$ cat src/rtl/change_dispense_ctrl_pkg.sv
// Shared types for the change dispenser: coin codes, coin values and controller states.
package change_pkg;

    typedef enum logic [1:0] {
        COIN_NONE    = 2'b00,
        COIN_QUARTER = 2'b01,
        COIN_DIME    = 2'b10,
        COIN_NICKEL  = 2'b11
    } coin_e;

    localparam logic [4:0] VAL_QUARTER = 5'd25;
    localparam logic [4:0] VAL_DIME    = 5'd10;
    localparam logic [4:0] VAL_NICKEL  = 5'd5;

    typedef enum logic [2:0] {
        ST_IDLE   = 3'd0,
        ST_SELECT = 3'd1,
        ST_EJECT  = 3'd2,
        ST_DONE   = 3'd3,
        ST_FAIL   = 3'd4
    } state_e;

    function automatic logic [4:0] coin_value(input coin_e c);
        case (c)
            COIN_QUARTER: return VAL_QUARTER;
            COIN_DIME:    return VAL_DIME;
            COIN_NICKEL:  return VAL_NICKEL;
            default:      return 5'd0;
        endcase
    endfunction

endpackage

$ cat src/rtl/change_dispense_ctrl_if.sv
// Bundle of payout, ejector, restock and status signals; ack_timeout exists only with DISPENSE_TIMEOUT_EN.
interface change_dispense_ctrl_if #(
    parameter int CHG_W = 9,
    parameter int INV_W = 5
);
    logic             start;
    logic [CHG_W-1:0] change;
    logic             busy;
    logic             eject_req;
    logic [1:0]       eject_coin;
    logic             eject_ack;
    logic             done;
    logic             short;
    logic [CHG_W-1:0] remainder;
    logic [INV_W-1:0] quarters;
    logic [INV_W-1:0] dimes;
    logic [INV_W-1:0] nickels;
    logic             restock_valid;
    logic [1:0]       restock_sel;
    logic [INV_W-1:0] restock_cnt;
    logic [INV_W-1:0] inv_q;
    logic [INV_W-1:0] inv_d;
    logic [INV_W-1:0] inv_n;
`ifdef DISPENSE_TIMEOUT_EN
    logic             ack_timeout;
`endif

    modport master (
`ifdef DISPENSE_TIMEOUT_EN
        input  ack_timeout,
`endif
        output start, change, eject_ack, restock_valid, restock_sel, restock_cnt,
        input  busy, eject_req, eject_coin, done, short, remainder,
        input  quarters, dimes, nickels, inv_q, inv_d, inv_n
    );

    modport slave (
`ifdef DISPENSE_TIMEOUT_EN
        output ack_timeout,
`endif
        input  start, change, eject_ack, restock_valid, restock_sel, restock_cnt,
        output busy, eject_req, eject_coin, done, short, remainder,
        output quarters, dimes, nickels, inv_q, inv_d, inv_n
    );

endinterface

$ cat src/rtl/change_dispense_ctrl_inventory.sv
// Coin inventory: three saturating counters; restock and an ejected coin in the same cycle net to inv+cnt-1.
module coin_inventory
    import change_pkg::*;
#(
    parameter int INV_W = 5
) (
    input  logic             clk,
    input  logic             rst,
    input  logic             restock_valid,
    input  coin_e            restock_sel,
    input  logic [INV_W-1:0] restock_cnt,
    input  logic             dec_valid,
    input  coin_e            dec_sel,
    output logic [INV_W-1:0] inv_q,
    output logic [INV_W-1:0] inv_d,
    output logic [INV_W-1:0] inv_n
);

    localparam logic [INV_W:0] MAX = {1'b0, {INV_W{1'b1}}};

    // Add first, then decrement, then saturate: restock overflow never eats the decrement.
    function automatic logic [INV_W-1:0] next_cnt(input logic [INV_W-1:0] cur,
                                                  input logic add_en,
                                                  input logic dec_en,
                                                  input logic [INV_W-1:0] add);
        logic [INV_W:0] sum;
        sum = {1'b0, cur} + (add_en ? {1'b0, add} : '0);
        if (dec_en && sum != '0)
            sum = sum - {{INV_W{1'b0}}, 1'b1};
        return (sum > MAX) ? MAX[INV_W-1:0] : sum[INV_W-1:0];
    endfunction

    always_ff @(posedge clk or posedge rst) begin
        if (rst) begin
            inv_q <= '0;
            inv_d <= '0;
            inv_n <= '0;
        end else begin
            inv_q <= next_cnt(inv_q, restock_valid && restock_sel == COIN_QUARTER,
                              dec_valid && dec_sel == COIN_QUARTER, restock_cnt);
            inv_d <= next_cnt(inv_d, restock_valid && restock_sel == COIN_DIME,
                              dec_valid && dec_sel == COIN_DIME, restock_cnt);
            inv_n <= next_cnt(inv_n, restock_valid && restock_sel == COIN_NICKEL,
                              dec_valid && dec_sel == COIN_NICKEL, restock_cnt);
        end
    end

endmodule

$ cat src/rtl/change_dispense_ctrl.sv
// Greedy change payout controller: IDLE wait | SELECT pick coin | EJECT handshake | DONE paid | FAIL short.
// Optional ejector ack watchdog enabled by DISPENSE_TIMEOUT_EN.
module change_dispense_ctrl
    import change_pkg::*;
#(
    parameter int CHG_W = 9,
    parameter int INV_W = 5
`ifdef DISPENSE_TIMEOUT_EN
    , parameter int TIMEOUT_CYCLES = 255
`endif
) (
    input logic                 clk,
    input logic                 rst,
    change_dispense_ctrl_if.slave bus
);

    localparam logic [INV_W-1:0] CNT_MAX = '1;

    state_e           state, state_nxt;
    coin_e            coin_sel, pick;
    logic [CHG_W-1:0] rem, remainder_r;
    logic [INV_W-1:0] quarters_r, dimes_r, nickels_r;
    logic [INV_W-1:0] inv_q, inv_d, inv_n;
    logic             short_r, ack_fire;

`ifdef DISPENSE_TIMEOUT_EN
    localparam int TMR_W = $clog2(TIMEOUT_CYCLES + 1);
    logic [TMR_W-1:0] timer;
    logic             ack_timeout_r;
`endif

    function automatic logic [INV_W-1:0] sat_inc(input logic [INV_W-1:0] x);
        return (x == CNT_MAX) ? x : x + INV_W'(1);
    endfunction

    assign ack_fire = (state == ST_EJECT) && bus.eject_ack;

    coin_inventory #(.INV_W(INV_W)) u_inv (
        .clk           (clk),
        .rst           (rst),
        .restock_valid (bus.restock_valid),
        .restock_sel   (coin_e'(bus.restock_sel)),
        .restock_cnt   (bus.restock_cnt),
        .dec_valid     (ack_fire),
        .dec_sel       (coin_sel),
        .inv_q         (inv_q),
        .inv_d         (inv_d),
        .inv_n         (inv_n)
    );

    always_comb begin
        pick      = COIN_NONE;
        state_nxt = state;
        if (rem >= CHG_W'(VAL_QUARTER) && inv_q != '0)
            pick = COIN_QUARTER;
        else if (rem >= CHG_W'(VAL_DIME) && inv_d != '0)
            pick = COIN_DIME;
        else if (rem >= CHG_W'(VAL_NICKEL) && inv_n != '0)
            pick = COIN_NICKEL;

        case (state)
            ST_IDLE:   if (bus.start) state_nxt = ST_SELECT;
            ST_SELECT: begin
                if (rem == '0)              state_nxt = ST_DONE;
                else if (pick != COIN_NONE) state_nxt = ST_EJECT;
                else                        state_nxt = ST_FAIL;
            end
            ST_EJECT: begin
                if (bus.eject_ack)          state_nxt = ST_SELECT;
`ifdef DISPENSE_TIMEOUT_EN
                else if (timer == '0)       state_nxt = ST_FAIL;
`endif
            end
            default:   state_nxt = ST_IDLE;
        endcase
    end

    always_ff @(posedge clk or posedge rst) begin
        if (rst) begin
            state       <= ST_IDLE;
            coin_sel    <= COIN_NONE;
            rem         <= '0;
            remainder_r <= '0;
            quarters_r  <= '0;
            dimes_r     <= '0;
            nickels_r   <= '0;
            short_r     <= 1'b0;
`ifdef DISPENSE_TIMEOUT_EN
            timer         <= '0;
            ack_timeout_r <= 1'b0;
`endif
        end else begin
            state <= state_nxt;
            if (state == ST_IDLE && bus.start) begin
                rem        <= bus.change;
                quarters_r <= '0;
                dimes_r    <= '0;
                nickels_r  <= '0;
                short_r    <= 1'b0;
`ifdef DISPENSE_TIMEOUT_EN
                ack_timeout_r <= 1'b0;
`endif
            end
            if (state == ST_SELECT) begin
                coin_sel <= pick;
`ifdef DISPENSE_TIMEOUT_EN
                timer    <= TMR_W'(TIMEOUT_CYCLES - 1);
`endif
            end
            if (ack_fire) begin
                rem <= rem - CHG_W'(coin_value(coin_sel));
                case (coin_sel)
                    COIN_QUARTER: quarters_r <= sat_inc(quarters_r);
                    COIN_DIME:    dimes_r    <= sat_inc(dimes_r);
                    COIN_NICKEL:  nickels_r  <= sat_inc(nickels_r);
                    default:      ;
                endcase
            end
`ifdef DISPENSE_TIMEOUT_EN
            if (state == ST_EJECT && !bus.eject_ack) begin
                if (timer != '0) timer <= timer - TMR_W'(1);
                else             ack_timeout_r <= 1'b1;
            end
`endif
            // Result latched on entry so it is visible in the same cycle as done.
            if (state_nxt == ST_DONE)
                remainder_r <= '0;
            if (state_nxt == ST_FAIL) begin
                remainder_r <= rem;
                short_r     <= 1'b1;
            end
        end
    end

    assign bus.busy       = (state != ST_IDLE);
    assign bus.eject_req  = (state == ST_EJECT);
    assign bus.eject_coin = (state == ST_EJECT) ? coin_sel : COIN_NONE;
    assign bus.done       = (state == ST_DONE) || (state == ST_FAIL);
    assign bus.short      = short_r;
    assign bus.remainder  = remainder_r;
    assign bus.quarters   = quarters_r;
    assign bus.dimes      = dimes_r;
    assign bus.nickels    = nickels_r;
    assign bus.inv_q      = inv_q;
    assign bus.inv_d      = inv_d;
    assign bus.inv_n      = inv_n;
`ifdef DISPENSE_TIMEOUT_EN
    assign bus.ack_timeout = ack_timeout_r;
`endif

endmodule
$ cat src/flat_wrapper.sv
// flat-port wrapper written by rule: the top's interface ports become plain ports
module change_dispense_ctrl_flat import change_pkg::*;
#(
    parameter int CHG_W = 9,
    parameter int INV_W = 5

)
  (clk, rst, bus_start, bus_change, bus_eject_ack, bus_restock_valid, bus_restock_sel, bus_restock_cnt, bus_busy, bus_eject_req, bus_eject_coin, bus_done, bus_short, bus_remainder, bus_quarters, bus_dimes, bus_nickels, bus_inv_q, bus_inv_d, bus_inv_n);
  change_dispense_ctrl_if #(.CHG_W(CHG_W), .INV_W(INV_W)) bus_i ();
  input logic clk;
  input logic rst;
  input wire logic [$bits(bus_i.start)-1:0] bus_start;
  input wire logic [$bits(bus_i.change)-1:0] bus_change;
  input wire logic [$bits(bus_i.eject_ack)-1:0] bus_eject_ack;
  input wire logic [$bits(bus_i.restock_valid)-1:0] bus_restock_valid;
  input wire logic [$bits(bus_i.restock_sel)-1:0] bus_restock_sel;
  input wire logic [$bits(bus_i.restock_cnt)-1:0] bus_restock_cnt;
  output wire logic [$bits(bus_i.busy)-1:0] bus_busy;
  output wire logic [$bits(bus_i.eject_req)-1:0] bus_eject_req;
  output wire logic [$bits(bus_i.eject_coin)-1:0] bus_eject_coin;
  output wire logic [$bits(bus_i.done)-1:0] bus_done;
  output wire logic [$bits(bus_i.short)-1:0] bus_short;
  output wire logic [$bits(bus_i.remainder)-1:0] bus_remainder;
  output wire logic [$bits(bus_i.quarters)-1:0] bus_quarters;
  output wire logic [$bits(bus_i.dimes)-1:0] bus_dimes;
  output wire logic [$bits(bus_i.nickels)-1:0] bus_nickels;
  output wire logic [$bits(bus_i.inv_q)-1:0] bus_inv_q;
  output wire logic [$bits(bus_i.inv_d)-1:0] bus_inv_d;
  output wire logic [$bits(bus_i.inv_n)-1:0] bus_inv_n;
  assign bus_i.start = bus_start;
  assign bus_i.change = bus_change;
  assign bus_i.eject_ack = bus_eject_ack;
  assign bus_i.restock_valid = bus_restock_valid;
  assign bus_i.restock_sel = bus_restock_sel;
  assign bus_i.restock_cnt = bus_restock_cnt;
  assign bus_busy = bus_i.busy;
  assign bus_eject_req = bus_i.eject_req;
  assign bus_eject_coin = bus_i.eject_coin;
  assign bus_done = bus_i.done;
  assign bus_short = bus_i.short;
  assign bus_remainder = bus_i.remainder;
  assign bus_quarters = bus_i.quarters;
  assign bus_dimes = bus_i.dimes;
  assign bus_nickels = bus_i.nickels;
  assign bus_inv_q = bus_i.inv_q;
  assign bus_inv_d = bus_i.inv_d;
  assign bus_inv_n = bus_i.inv_n;
  change_dispense_ctrl #(.CHG_W(CHG_W), .INV_W(INV_W)) u_core (.clk(clk), .rst(rst), .bus(bus_i));
endmodule
$ cat config.mk
export PLATFORM = sky130hd
export DESIGN_NAME = change_dispense_ctrl_flat
export DESIGN_NICKNAME = d
export VERILOG_FILES = /design/src/rtl/change_dispense_ctrl_pkg.sv /design/src/rtl/change_dispense_ctrl_if.sv /design/src/rtl/change_dispense_ctrl_inventory.sv /design/src/rtl/change_dispense_ctrl.sv /design/src/flat_wrapper.sv
export SDC_FILE = /design/constraint.sdc
export NUM_CORES = 1
export LEC_CHECK = 0
export BUFFER_PORTS_ARGS = -buffer_cell sky130_fd_sc_hd__buf_2
export CAP_MARGIN = 25
export CELL_PAD_IN_SITES_DETAIL_PLACEMENT = 1
export CELL_PAD_IN_SITES_GLOBAL_PLACEMENT = 1
export CORE_ASPECT_RATIO = 0.75
export CORE_MARGIN = 2
export CORE_UTILIZATION = 25
export CTS_BUF_LIST = sky130_fd_sc_hd__clkbuf_16
export DETAILED_ROUTE_END_ITERATION = 16
export PLACE_DENSITY_LB_ADDON = 0.1
export SLEW_MARGIN = 20
export SYNTH_ARGS = -nofsm -noshare
export SYNTH_HDL_FRONTEND = slang
export SYNTH_HIERARCHICAL = 1
export SYNTH_SLANG_ARGS = --single-unit
$ cat constraint.sdc
create_clock -name clk -period 2.2 [get_ports clk]
set_input_delay 0.33 -clock clk [delete_from_list [all_inputs] [get_ports clk]]
set_output_delay 0.33 -clock clk [all_outputs]
set_load 0.01 [all_outputs]
Word level (Yosys, flattened, before mapping)

Index checks and enable logic that the tools add are counted.

Register bits: 54
Input port bits: 21
Output and inout port bits: 45

Add/subtract/negate cells: 10
Magnitude comparators: 6
Eq/ne operators: 18
Mux-type cells: 38
Reduce and logical (&&, ||, !) cells: 28

Operator list:

| kind                  | number |
|---|---|
| $mux W5               | 19 |
| $mux W9               | 4 |
| $add A5 B5 Y6         | 3 |
| $gt A6 B5 Y1 const B  | 3 |
| $mux W6               | 3 |
| $reduce_bool A6 Y1    | 3 |
| $sub A6 B1 Y6 const B | 3 |
| $add A5 B1 Y5 const B | 3 |
| $eq A5 B5 Y1 const B  | 3 |
| $pmux W5 S3           | 1 |
| $reduce_bool A5 Y1    | 3 |
| $logic_and A1 B1 Y1   | 14 |
| $mux W3               | 4 |
| $eq A3 B2 Y1 const B  | 3 |
| $ge A9 B3 Y1 const B  | 1 |
| $ge A9 B4 Y1 const B  | 1 |
| $ge A9 B5 Y1 const B  | 1 |
| $logic_not A9 Y1      | 1 |
| $ne A3 B3 Y1 const B  | 3 |
| $pmux W3 S3           | 1 |
| $sub A9 B5 Y9         | 1 |
| $eq A2 B2 Y1 const B  | 4 |
| $mux W2               | 4 |
| $reduce_bool A2 Y1    | 4 |
| 7 further kinds       | 10 |

Depth between registers and ports, before layout

Gate-level depths: netlist (run 1).

Word-level depth: 12
Mapped depth: 12
Gate-level depth less buffers: 12

Cells and area by module

Netlist (run 1), hierarchy kept.

Modules (own cells, without submodules):

| module               | times used | cells each | area each (um^2) | seq. area each (um^2) |
|---|---|---|---|---|
| change_dispense_ctrl | 1          | 243        | 2237.1           | 975.9 |
| coin_inventory       | 1          | 191        | 1652.8           | 375.4 |

Worst setup path after synthesis (run 1)

OpenSTA, ideal clock, no wires.

Path type: register -> register
Start point: register u_core.state[0]
End point: register u_core.u_inv.inv_q[2]
Library setup time: 0.143 ns
Arrival: 2.466 ns
Required time: 2.057 ns
Path slack: -0.409 ns
Stages on the path, launching flop included: 11
Buffers on the path: 1
Clock period less this slack: 2.609 ns
Cells stage by stage: dfrtp_1 -> nor3b_1 -> nand2_1 -> clkbuf_1 -> clkinv_1 -> nand2_1 -> nor2_1 -> nand4_1 -> nor3_1 -> mux2i_1 -> o211ai_1

Longest elaborated chain between the ends: 7

RTL lines:

| what                   | RTL line                             | text |
|---|---|---|
| from (decl)            | change_dispense_ctrl.sv:19           | `state_e state, state_nxt;` |
| from (signal assigned) | change_dispense_ctrl.sv:93           | `state <= state_nxt;` |
| $eq A3 B2 Y1 *         | n/a                                  |  |
| net bus_eject_req      | flat_wrapper.sv:19                   | `output wire logic [$bits(bus_i.eject_req)-1:0] bus_eject_req;` |
| $logic_and A1 B1 Y1 *  | change_dispense_ctrl.sv:36           | `assign ack_fire = (state == ST_EJECT) && bus.eject_ack;` |
| net u_core.ack_fire    | change_dispense_ctrl.sv:24           | `logic short_r, ack_fire;` |
| $logic_and A1 B1 Y1 *  | change_dispense_ctrl_inventory.sv:40 | `dec_valid && dec_sel == COIN_QUARTER, restock_cnt);` |
| $logic_and A1 B1 Y1 *  | change_dispense_ctrl_inventory.sv:28 | `if (dec_en && sum != '0)` |
| $mux W6 *              | change_dispense_ctrl_inventory.sv:28 |  |
| $gt A6 B5 Y1           | change_dispense_ctrl_inventory.sv:30 | `return (sum > MAX) ? MAX[INV_W-1:0] : sum[INV_W-1:0];` |
| $mux W5 *              | change_dispense_ctrl_inventory.sv:30 |  |
| to (signal assigned)   | change_dispense_ctrl_inventory.sv:39 | `inv_q <= next_cnt(inv_q, restock_valid && restock_sel == COIN_QUARTER,` |
| to (decl)              | change_dispense_ctrl_inventory.sv:14 | `output logic [INV_W-1:0] inv_q,` |

Mark *: on every way through the listed nets, which the timed path passes. The rest lies on a longest branch.
A chain may end at the register's enable or synchronous reset.

Final worst setup path (run 1)

Start point: input bus_restock_valid
End point: register u_core.u_inv.inv_d[3]

Longest elaborated chain between the ends: 8

RTL lines:

| what                                                  | RTL line                             | text |
|---|---|---|
| from (decl)                                           | flat_wrapper.sv:15                   | `input wire logic [$bits(bus_i.restock_valid)-1:0] bus_restock_valid;` |
| $logic_and A1 B1 Y1 *                                 | change_dispense_ctrl_inventory.sv:41 | `inv_d <= next_cnt(inv_d, restock_valid && restock_sel == COIN_DIME,` |
| $mux W5 *                                             | change_dispense_ctrl_inventory.sv:27 | `sum = {1'b0, cur} + (add_en ? {1'b0, add} : '0);` |
| $add A5 B5 Y6 *                                       | change_dispense_ctrl_inventory.sv:27 |  |
| branches (longest 2 deep; another with $sub A6 B1 Y6) | n/a                                  |  |
| $mux W6 *                                             | change_dispense_ctrl_inventory.sv:28 |  |
| $gt A6 B5 Y1                                          | change_dispense_ctrl_inventory.sv:30 |  |
| $mux W5 *                                             | change_dispense_ctrl_inventory.sv:30 |  |
| to (signal assigned)                                  | change_dispense_ctrl_inventory.sv:41 |  |
| to (decl)                                             | change_dispense_ctrl_inventory.sv:15 | `output logic [INV_W-1:0] inv_d,` |

Every way passes the cells marked *.

==> impl_results.md, run 1 <==
- 1st-pass router iterations: 4
- Worst R2R Start: u_core/u_inv/inv_d[0]
- Syn avg cell area: between 8 and 9 µm²
- Setup repair after global routing missed its margin: yes
- Final Util: 0.407
- VDD IR max: ~0.00042 V
- Grt total ovfl: 0
- MaxCap Viol Count: 0
- Clock Latency Late Sink: roughly 0.30 ns
- Root Driver: clkbuf_16
- Post-synth top area share: 0.347
- Place WS: -0.577 ns
- Initial drt markers: 112
- Drt via density: about 4.6
- Vias: about 3.7k
- Register bit count reported by yosys: between 50 and 60
- Die Width: about 150 µm
- Post-Syn Area: a little under 0.004 mm²
- FFs w/ async S/R, synth: 1.00
- Dpl cells: between 700 and 800
- CTS sink cnt: between 50 and 60
- Post-synth top cells: dfrtp_1 (54), nand2_1 (46), nor2_1 (38)
- Min Hold Slack: approximately 0.14 ns
- Ranking of synthesized cells by area: dfrtp_1 (35%), ha_1 (11%), nand2_1 (4.4%), mux2i_1 (3.9%), nor2_1 (3.7%)
- Synthesized instance count: ~430
- Htree depth: 2
- CP Class: in2reg
- Final Hold Viols: 0
- Post-Route WL: about 13 mm
- Final period util: 1.07
- First-pass GRT wire length: around 21 mm
- Critical Path AT: ~2.6 ns
- Final Max Tran Viols: 0
- Synthesized Nets: 494
- Worst-path clk slew: approximately 0.070 ns
- DRC: 0
- Sequential area share after synthesis: 0.347
- Leak: 2.92 nW
- R2R setup slack: -0.11 ns
- Outcome: finished with violations
- Core ar.: around 0.015 mm²
- Failing checks: negative setup slack
- Largest net degree at the start of global routing: 40
- Total number of yosys warnings: 6
- Vias in the first global route: 3949
- Initial Util: 0.256
- Rel. slew slack: 0.550
- Final setup fails: 16
- Die ar.: about 0.017 mm²
- Area of the multi-input gates: 0.00305 mm²
- Synth unique cells: between 50 and 60
- Fmax: 424 MHz
- CP max FO: 4
- Required time of the critical path: around 2.4 ns
- Area leader, netlist: dfrtp_1
- Startpoint types: primary input
- Fill cells: 1761
- Longest Clk Path Bufs: 2
- Slew @ Worst Pin: a little under 0.7 ns
- Register area: 0.00136 mm²
- Min cycle time layout: 2.36 ns
- Antenna violations before repair: 0
- Layout cells sized above 1: 0.495
- Clock Skew: around 0.0065 ns
- Routed WL per cell: approximately 16 µm
- Layout area overhead: 59.2%
- CP startpoint: bus_restock_valid
- Post-route insts no fill: 809
- GPL Wtd Cong: between 0.7 and 0.8
- DPL Wire Length: a little under 10 mm
- Hold Path Class: in2async
- PortBufs: 65
- Crit. End Element: flop
- DRT antenna net count: 0
- Pwr/cell area: between 1000 and 1500 mW/mm²
- Cell with the most instances after synthesis: dfrtp_1
- Final net count: roughly 660
- Total clock buffers created by CTS: 5
- Post-CTS Hold Fix Bufs: 0
- Main synth FF type: dfrtp_1
- DIE HEIGHT: roughly 110 µm
- All-Layer GR Usage: 0.159
- EDFF count, synth: 0
- Antenna cells: 0
- I/O Pins: 66
- FF-to-FF End: u_core/u_inv/inv_d[3]
- TritonCTS clock tree: done
- Setup WS post-layout: -0.157 ns
- FF-to-FF path depth: 9
- Rows: 39
logic make-up after synthesis:
logic type / count (synthesis) / share of synthesized area
and+or+nand+nor: 178 / 0.236
xor gates and xnor gates: 15 / 0.0396
buffers and inverters: 48 / 0.0482
DFF: 54 / 0.347
adders and majority gates: 39 / 0.133
muxes: 19 / 0.0521
AOI/OAI and AO/OA: 81 / 0.144
how the worst max path moves through the flow:
stage / slack (ns) / endpoint / depth (start not counted)
floorplan: -0.26 / u_core/u_inv/inv_n[3] / 11
global placement: -0.53 / u_core/u_inv/inv_d[3] / 13
detailed placement: -0.58 / u_core/u_inv/inv_q[4] / 13
CTS: -0.14 / u_core/u_inv/inv_q[4] / 13
global route: -0.23 / u_core/u_inv/inv_d[3] / 14
finish: -0.16 / u_core/u_inv/inv_d[3] / 14
final cells by class:
type	count	area share
inverter	38	0.0238
clock buffer	5	0.0202
clock inverter	3	0.00263
multi-input combinational	332	0.492
timing repair buffer	172	0.201
sequential	54	0.219
tap	205	0.0414
cells in the final DEF (no fill, tap or decap), types with 4 or more instances in the layout:
| cell type | netlist | layout |
|---|---|---|
| a21oi_1 | 18 | 10 |
| a21oi_2 | 1 | 4 |
| a21oi_4 | 0 | 5 |
| and2_1 | 14 | 8 |
| and2_4 | 0 | 6 |
| and3_1 | 8 | 6 |
| and3_4 | 0 | 5 |
| buf_2 | 0 | 62 |
| buf_4 | 0 | 91 |
| buf_6 | 1 | 13 |
| clkbuf_16 | 0 | 5 |
| dfrtp_1 | 54 | 51 |
| fa_2 | 0 | 4 |
| ha_1 | 35 | 23 |
| ha_4 | 0 | 11 |
| inv_1 | 37 | 28 |
| inv_2 | 0 | 6 |
| mux2_4 | 2 | 4 |
| mux2i_1 | 15 | 14 |
| nand2_1 | 46 | 37 |
| nand2_2 | 0 | 4 |
| nand3_1 | 19 | 13 |
| nand3_2 | 0 | 6 |
| nor2_1 | 38 | 31 |
| nor2_2 | 0 | 4 |
| nor3_1 | 11 | 8 |
| o211ai_1 | 7 | 7 |
| o21ai_0 | 17 | 12 |
| o31ai_1 | 6 | 4 |
| or3_1 | 6 | 6 |
| or4_4 | 2 | 6 |
| xnor2_1 | 7 | 5 |
| xnor2_4 | 0 | 4 |
| xor2_1 | 5 | 4 |
per-stage QoR:
stage	TNS [ns]	power, W	instance area [µm²]
6_report	-0.966	0.00761	6190
2_1_floorplan	-2.17	0.00386	4120
3_5_place_dp	-8.39	0.00573	5320
3_3_place_gp	-7.52	0.00564	5320
5_1_grt	-3.04	0.00823	6190
4_1_cts	-0.920	0.00706	5860
sequential cells by signal, summed over array words and instances (netlist names):
name	flops
u_core/bus.remainder	9
u_core/rem	9
u_core/bus.dimes	5
u_core/bus.nickels	5
u_core/bus.quarters	5
u_core/u_inv/inv_d	5
u_core/u_inv/inv_n	5
u_core/u_inv/inv_q	5
u_core/state	3
u_core/coin_sel	2
u_core/bus.short	1
where the power goes:
part           leakage [nW]  switching [W]  internal [W]  total, W
sequential            0.679       0.000350       0.00130   0.00165
combinational          2.18        0.00254       0.00263   0.00517
clock                0.0672       0.000382      0.000417  0.000800
total                  2.92        0.00327       0.00434   0.00761
repair_timing:
item | CTS | global route
setup endpoints to repair | 28 | 29
gates cloned | 1 | 0
setup buffers | 12 | 10
hold endpoints to repair | 0 | 0
pin swaps | 37 | 40
resized for setup | 65 | 55
routing by layer:
metal  part of all wire  vias up  track usage  wire, µm
met5                  0        -            0         0
met4             0.0071        0       0.0317        91
met3              0.023        6       0.0236       292
met2               0.45       33        0.249      5790
met1               0.52     1828        0.234      6660
li1                   -     1861            -         -
worst max-delay path, stage by stage:
cell and delay (ns):
buf_8 0.09, buf_6 0.11, nand2_8 0.04, nor2_4 0.09, and2_4 0.16, ha_4 0.12
inv_2 0.04, fa_2 0.39, xnor2_4 0.18, nor2_1 0.06, mux2_4 0.32, and3_4 0.17
or4_4 0.42, nand3_2 0.08
No activity file was read; power rests on OpenSTA's default activity.
==> run 2, diff against run 1 <==
- ABC_AREA: default -> 1
==> impl_results.md, run 2 <==
- Final setup fails: 2
- Final Hold Viols: 0
- Simple-gate area share of the yosys netlist: 0.365
- CTS sink cnt: between 50 and 60
- Cell with the most instances after synthesis: nand2_1
- Synthesized Nets: between 700 and 800
- Layout area overhead: 43.3%
- Drt via density: 4.51
- Grt total ovfl: 0
- FFs w/ async S/R, synth: 1.00
- Post-Syn Area: around 0.0045 mm²
- Clock Skew: slightly below 0.01 ns
- Worst-path clk slew: 0.08 ns
- Core ar.: 0.0176 mm²
- Placed cell area: between 0.005 and 0.006 mm²
- VDD IR max: between 0.0004 and 0.0005 V
- Crit. End Element: flop
- Startpoint types: primary input
- Worst R2R Start: u_core/u_inv/inv_q[0]
- Critical Path AT: between 2 and 2.5 ns
- DPL Wire Length: approximately 12 mm
- Ranking of synthesized cells by area: dfrtp_1 (30%), nand2_1 (12%), ha_1 (9.8%), inv_1 (9.2%), nand3_1 (8.8%)
- Outcome: finished with violations
- Die Width: around 160 µm
- Total number of yosys warnings: 6
- Antenna cells: 0
- Pwr/cell area: between 1000 and 1500 mW/mm²
- Antenna violations before repair: 0
- Hold Path Class: in2async
- CP top delay family: adder cells
- Setup_tns: -0.00956 ns
- Crit path buffers/inverters: 5
- TritonCTS clock tree: done
- Slowest CP cell: fa_2
- GPL Wtd Cong: roughly 0.83
- 1st-pass router iterations: 4
- Setup repair after global routing missed its margin: yes
- Synth unique cells: 38
- Slew @ Worst Pin: between 0.6 and 0.7 ns
- DRT antenna net count: 0
- Vias: about 4.7k
- Synthesized instance count: between 600 and 700
- Setup WS post-layout: -0.00951 ns
- Critical Path Most Common Cell: inv_2
- All-Layer GR Usage: 0.166
- CP Class: in2reg
- Vias in the first global route: around 5k
- Synth Area in Compound Gates: 0.0940
- Crit path cell chain: buf_8 > inv_12 > nor3_4 > inv_2 > nor2_4 > ha_4 > inv_2 > fa_2 > ha_4 > inv_2 > nor2_4 > nand3_4 > nand2_4 > nand2_2 > nand2_2 > nand3_2
- Post-synth top area share: 0.302
- MaxCap Viol Count: 0
- Largest family of logic cells by synthesized area: simple AND/OR/NAND/NOR gates
- PortBufs: 65
- Clock Latency Late Sink: 0.31 ns
- Routed WL per cell: 14.8 µm
- First-pass GRT wire length: roughly 25 mm
- Mux contribution to synthesized area: 0
- Initial Util: 0.254
- CP Depth: 16
- R2R setup slack: about 0.12 ns
- Area leader, netlist: dfrtp_1
- Critical Path Max Stage Delay: 0.62 ns
- Layout cells sized above 1: 0.393
- FF-to-FF End: u_core/u_inv/inv_q[1]
- Failing checks: negative setup slack
- Post-synth top cells: nand2_1 (147), inv_1 (110), nand3_1 (79)
- Leading cell type in the layout, fill and taps excluded: nand2_1
- Adder-Cell Fraction of Synth Area: 0.116
- Largest net degree at the start of global routing: 40
- Total clock buffers created by CTS: 5
- FF-to-FF path depth: 11
- DRC: 0
- Leak: ~3.3 nW
- Main synth FF type: dfrtp_1
- Longest Clk Path Bufs: 2
- Final period util: 1.00
- Syn avg cell area: around 6.9 µm²
- Fmax: ~450 MHz
- CP max FO: 5
- Final net count: between 800 and 900
- Htree depth: 2
- Post-Route WL: between 15 and 20 mm
- Required time of the critical path: about 2.4 ns
- Final Max Tran Viols: 0
- DIE HEIGHT: roughly 120 µm
- Rows: 42
- Initial drt markers: between 150 and 200
- Sequential area share after synthesis: 0.302
- Register bit count reported by yosys: 54
- XOR/XNOR share of the synthesized area: 0.0176
- Die ar.: 0.0190 mm²
- I/O Pins: 66
- Final instance area: about 0.0064 mm²
- Root Driver: clkbuf_16
- Min cycle time layout: between 2 and 2.5 ns
- EDFF count, synth: 0
- Rel. slew slack: 0.577
- Most frequent cells in the layout: nand2_1 (120), inv_1 (89), buf_4 (81), nand3_1 (65), buf_2 (62)
-- run 2: cell types whose count changed in the layout (fill, tap and decap cells not counted), sizes merged, moves of 8 or more --
cell | previous run | this run
and2 | 14 | 1
and3 | 11 | 1
buf | 172 | 150
inv | 36 | 116
mux2i | 15 | 0
nand2 | 46 | 164
nand3 | 19 | 84
nor2 | 38 | 76
o21ai | 17 | 28
or4 | 8 | 0
-- run 2: report_power, final --
part | internal [W] | switching (W)
clock | 0.000434 | 0.000413
sequential | 0.00129 | 0.000374
combinational | 0.00232 | 0.00302
total | 0.00404 | 0.00380
-- run 2: worst max-delay path by stage --
stage | from | end
finish | bus_restock_valid | u_core/u_inv/inv_d[1]
global route | bus_restock_valid | u_core/u_inv/inv_d[3]
CTS | bus_restock_sel[1] | u_core/u_inv/inv_d[3]
detailed placement | bus_restock_valid | u_core/u_inv/inv_q[1]
global placement | bus_restock_valid | u_core/u_inv/inv_n[4]
floorplan | bus_restock_sel[0] | u_core/u_inv/inv_n[1]
-- run 2: routing by layer --
layer | track usage | routed length, µm
met1 | 0.254 | 8190
met2 | 0.253 | 6740
met3 | 0.0202 | 266
met4 | 0.0265 | 157
met5 | 0 | 0
-- run 2: kinds of logic (layout without fill, tap and decap cells) --
logic type / after synthesis / after routing
and+or+nand+nor: 351 / 351
buffers and inverters: 119 / 272
AOI/OAI and AO/OA: 72 / 72
DFF: 54 / 54
adders and majority gates: 39 / 39
xor gates and xnor gates: 9 / 9
-- run 2: per-stage QoR --
stage | utilization | power [W] | hold WS (ns) | instances | setup WS (ns)
2_1_floorplan | - | 0.00433 | 0.231 | 644 | -0.0870
3_3_place_gp | 0.318 | 0.00605 | 0.458 | 1010 | -0.532
3_5_place_dp | 0.318 | 0.00614 | 0.470 | 1010 | -0.640
4_1_cts | 0.339 | 0.00719 | 0.143 | 1023 | -0.0230
5_1_grt | 0.364 | 0.00864 | 0.167 | 1039 | -0.152
6_report | 0.364 | 0.00784 | 0.126 | 1039 | -0.00951
-- run 2: area by class of cell --
class | instances | area [µm²]
Clock buffer | 5 | 125
Clock inverter | 3 | 26.3
Fill cell | 2219 | 11200
Inverter | 114 | 460
Multi-Input combinational cell | 471 | 3130
Sequential cell | 54 | 1350
Tap cell | 242 | 303
Timing Repair Buffer | 150 | 1010
-- run 2: worst register-to-register path, stage by stage, from the launching register on --
cell and delay (ns):
dfrtp_1 0.36, ha_2 0.21, inv_2 0.05, fa_2 0.59, ha_4 0.17, inv_2 0.04, nor2_2 0.11, nand3_2 0.12
nand2_4 0.13, nand2_2 0.07, nand2_2 0.07, nand3_2 0.05
-- run 2: what timing repair did --
action                                  in CTS  in global routing
gates resized for setup                     50                 91
pin swaps                                   30                 54
hold buffers                                 0                  0
endpoints found under the setup margin      16                 19
setup buffers                                6                 16
==> run 3, diff against run 2 <==
==> constraint.sdc (replaced) <==
create_clock -name clk -period 2.2 [get_ports clk]
set_input_delay 0.33 -clock clk [delete_from_list [all_inputs] [get_ports clk]]
set_output_delay 0.33 -clock clk [all_outputs]
set_load 0.1 [all_outputs]
==> impl_results.md, run 3 (same netlist as run 2, synthesis figures left out) <==
- Outcome: finished with violations
- Failing checks: negative setup slack
- CP Class: in2reg
- Critical Path AT: around 2.4 ns
- Startpoint types: primary input
- Total clock buffers created by CTS: 5
- Layout cells sized above 1: 0.390
- Most frequent cells in the layout: nand2_1 (124), inv_1 (91), buf_4 (69), nand3_1 (68), buf_2 (62)
- Vias: about 4.6k
- Final period util: 1.02
- Clock Skew: roughly 0.015 ns
- Antenna violations before repair: 0
- Slew @ Worst Pin: 0.606 ns
- Final setup fails: 8
- TritonCTS clock tree: done
- Pwr/cell area: around 1500 mW/mm²
- DRC: 0
- Placed cell area: about 0.0056 mm²
- Hold Path Class: in2async
- Routed WL per cell: 15.0 µm
- Crit. End Element: flop
- Htree depth: 2
- PortBufs: 65
- Dpl cells: 1006
- Setup WS post-layout: -0.0332 ns
- DIE HEIGHT: 120 µm
- Post-Route WL: 15.4 mm
- VDD IR max: 0.000544 V
- MaxCap Viol Count: 0
- 1st-pass router iterations: 5
- CP max FO: 6
- Required time of the critical path: 2.39 ns
- Min cycle time layout: between 2 and 2.5 ns
- Die ar.: 0.0190 mm²
- Vias in the first global route: between 4k and 5k
- Fmax: around 450 MHz
- Root Driver: clkbuf_16
- I/O Pins: between 60 and 70
- Setup repair after global routing missed its margin: yes
- Final Max Tran Viols: 0
- Post-route insts no fill: slightly above 1k
- Leading cell type in the layout, fill and taps excluded: nand2_1
- Setup_tns: -0.199 ns
- Core ar.: roughly 0.018 mm²
- All-Layer GR Usage: 0.165
- Layout area overhead: 40.6%
- GPL Wtd Cong: approximately 0.86
- DPL Wire Length: 12.3 mm
- Longest Clk Path Bufs: 2
- Post-CTS Hold Fix Bufs: 0
- Drt via density: ~4.5
- CTS sink cnt: 54
- Initial drt markers: roughly 110
- Grt total ovfl: 0
- Antenna cells: 0
- Largest net degree at the start of global routing: 40
- Clock Latency Late Sink: approximately 0.30 ns
- Rows: between 40 and 50
- Rel. slew slack: 0.596
- Initial Util: 0.254
- Final Util: 0.357
- Worst-path clk slew: around 0.07 ns
- Final net count: ~840
- Final Hold Viols: 0
- Place WS: -0.614 ns
- DRT antenna net count: 0
- Leak: between 3 and 4 nW
- First-pass GRT wire length: 24.8 mm
- Die Width: about 160 µm
- Final instance area: between 0.006 and 0.007 mm²
## run 3: cell types whose count changed in the layout (fill, tap and decap cells not counted), sizes merged
cell / before / now
buf: 150 / 136
bufinv: 0 / 1
inv: 116 / 115
## run 3: final timing paths
kind	startpoint	endpoint	slack, ns	cells after the start
worst min register to register	u_core/bus.short	u_core/bus.short	0.49	2
worst min-delay path	rst	u_core/u_inv/inv_n[4]	0.11	2
min in group clk	bus_eject_ack	u_core/state[1]	0.27	2
worst max-delay path	bus_restock_valid	u_core/u_inv/inv_n[2]	-0.03	17
max in group asynchronous	rst	u_core/coin_sel[1]	1.64	3
worst max register to register	u_core/u_inv/inv_d[0]	u_core/u_inv/inv_d[1]	0.04	10
## run 3: area by class of cell
class	count	area [µm²]
Clock inverter	3	47.5
Fill cell	2210	11300
Clock buffer	5	125
Timing Repair Buffer	136	897
Tap cell	242	303
Inverter	114	455
Multi-Input combinational cell	471	3080
Sequential cell	54	1380
## run 3: routing by layer
layer	vias to the layer above	track usage	wire length, µm
met5	-	0	0
met4	0	0.0203	78
met3	4	0.0199	320
met2	46	0.245	6500
met1	2216	0.260	8450
li1	2339	-	-
## run 3: what timing repair did
item                                    in CTS  in global routing
buffers inserted                             5                  6
endpoints found under the setup margin      17                 19
resized for setup                           45                 76
pin swaps                                   26                 36
## run 3: worst max-delay path, cell delays in order
cell and delay [ns]:
buf_8 0.09, inv_12 0.03, buf_6 0.10, nor3_2 0.10
inv_1 0.08, nor2_2 0.10, ha_2 0.19, inv_2 0.04
fa_2 0.54, ha_2 0.16, inv_1 0.04, nor2_2 0.08
nand3_2 0.09, nand2_4 0.12, inv_6 0.06, a21oi_4 0.17
nand2_1 0.07
## run 3: power breakdown
group / internal (W) / switching [W]
registers: 0.00133 / 0.000414
logic: 0.00222 / 0.00443
clock network: 0.000545 / 0.000410
## run 3: stage by stage
| stage | total power, W | hold WS, ns |
|---|---|---|
| 6_report | 0.00935 | 0.110 |
| 5_1_grt | 0.0101 | 0.158 |
| 4_1_cts | 0.00881 | 0.119 |
| 3_5_place_dp | 0.00768 | 0.445 |
| 3_3_place_gp | 0.00763 | 0.432 |
| 2_1_floorplan | 0.00585 | 0.231 |
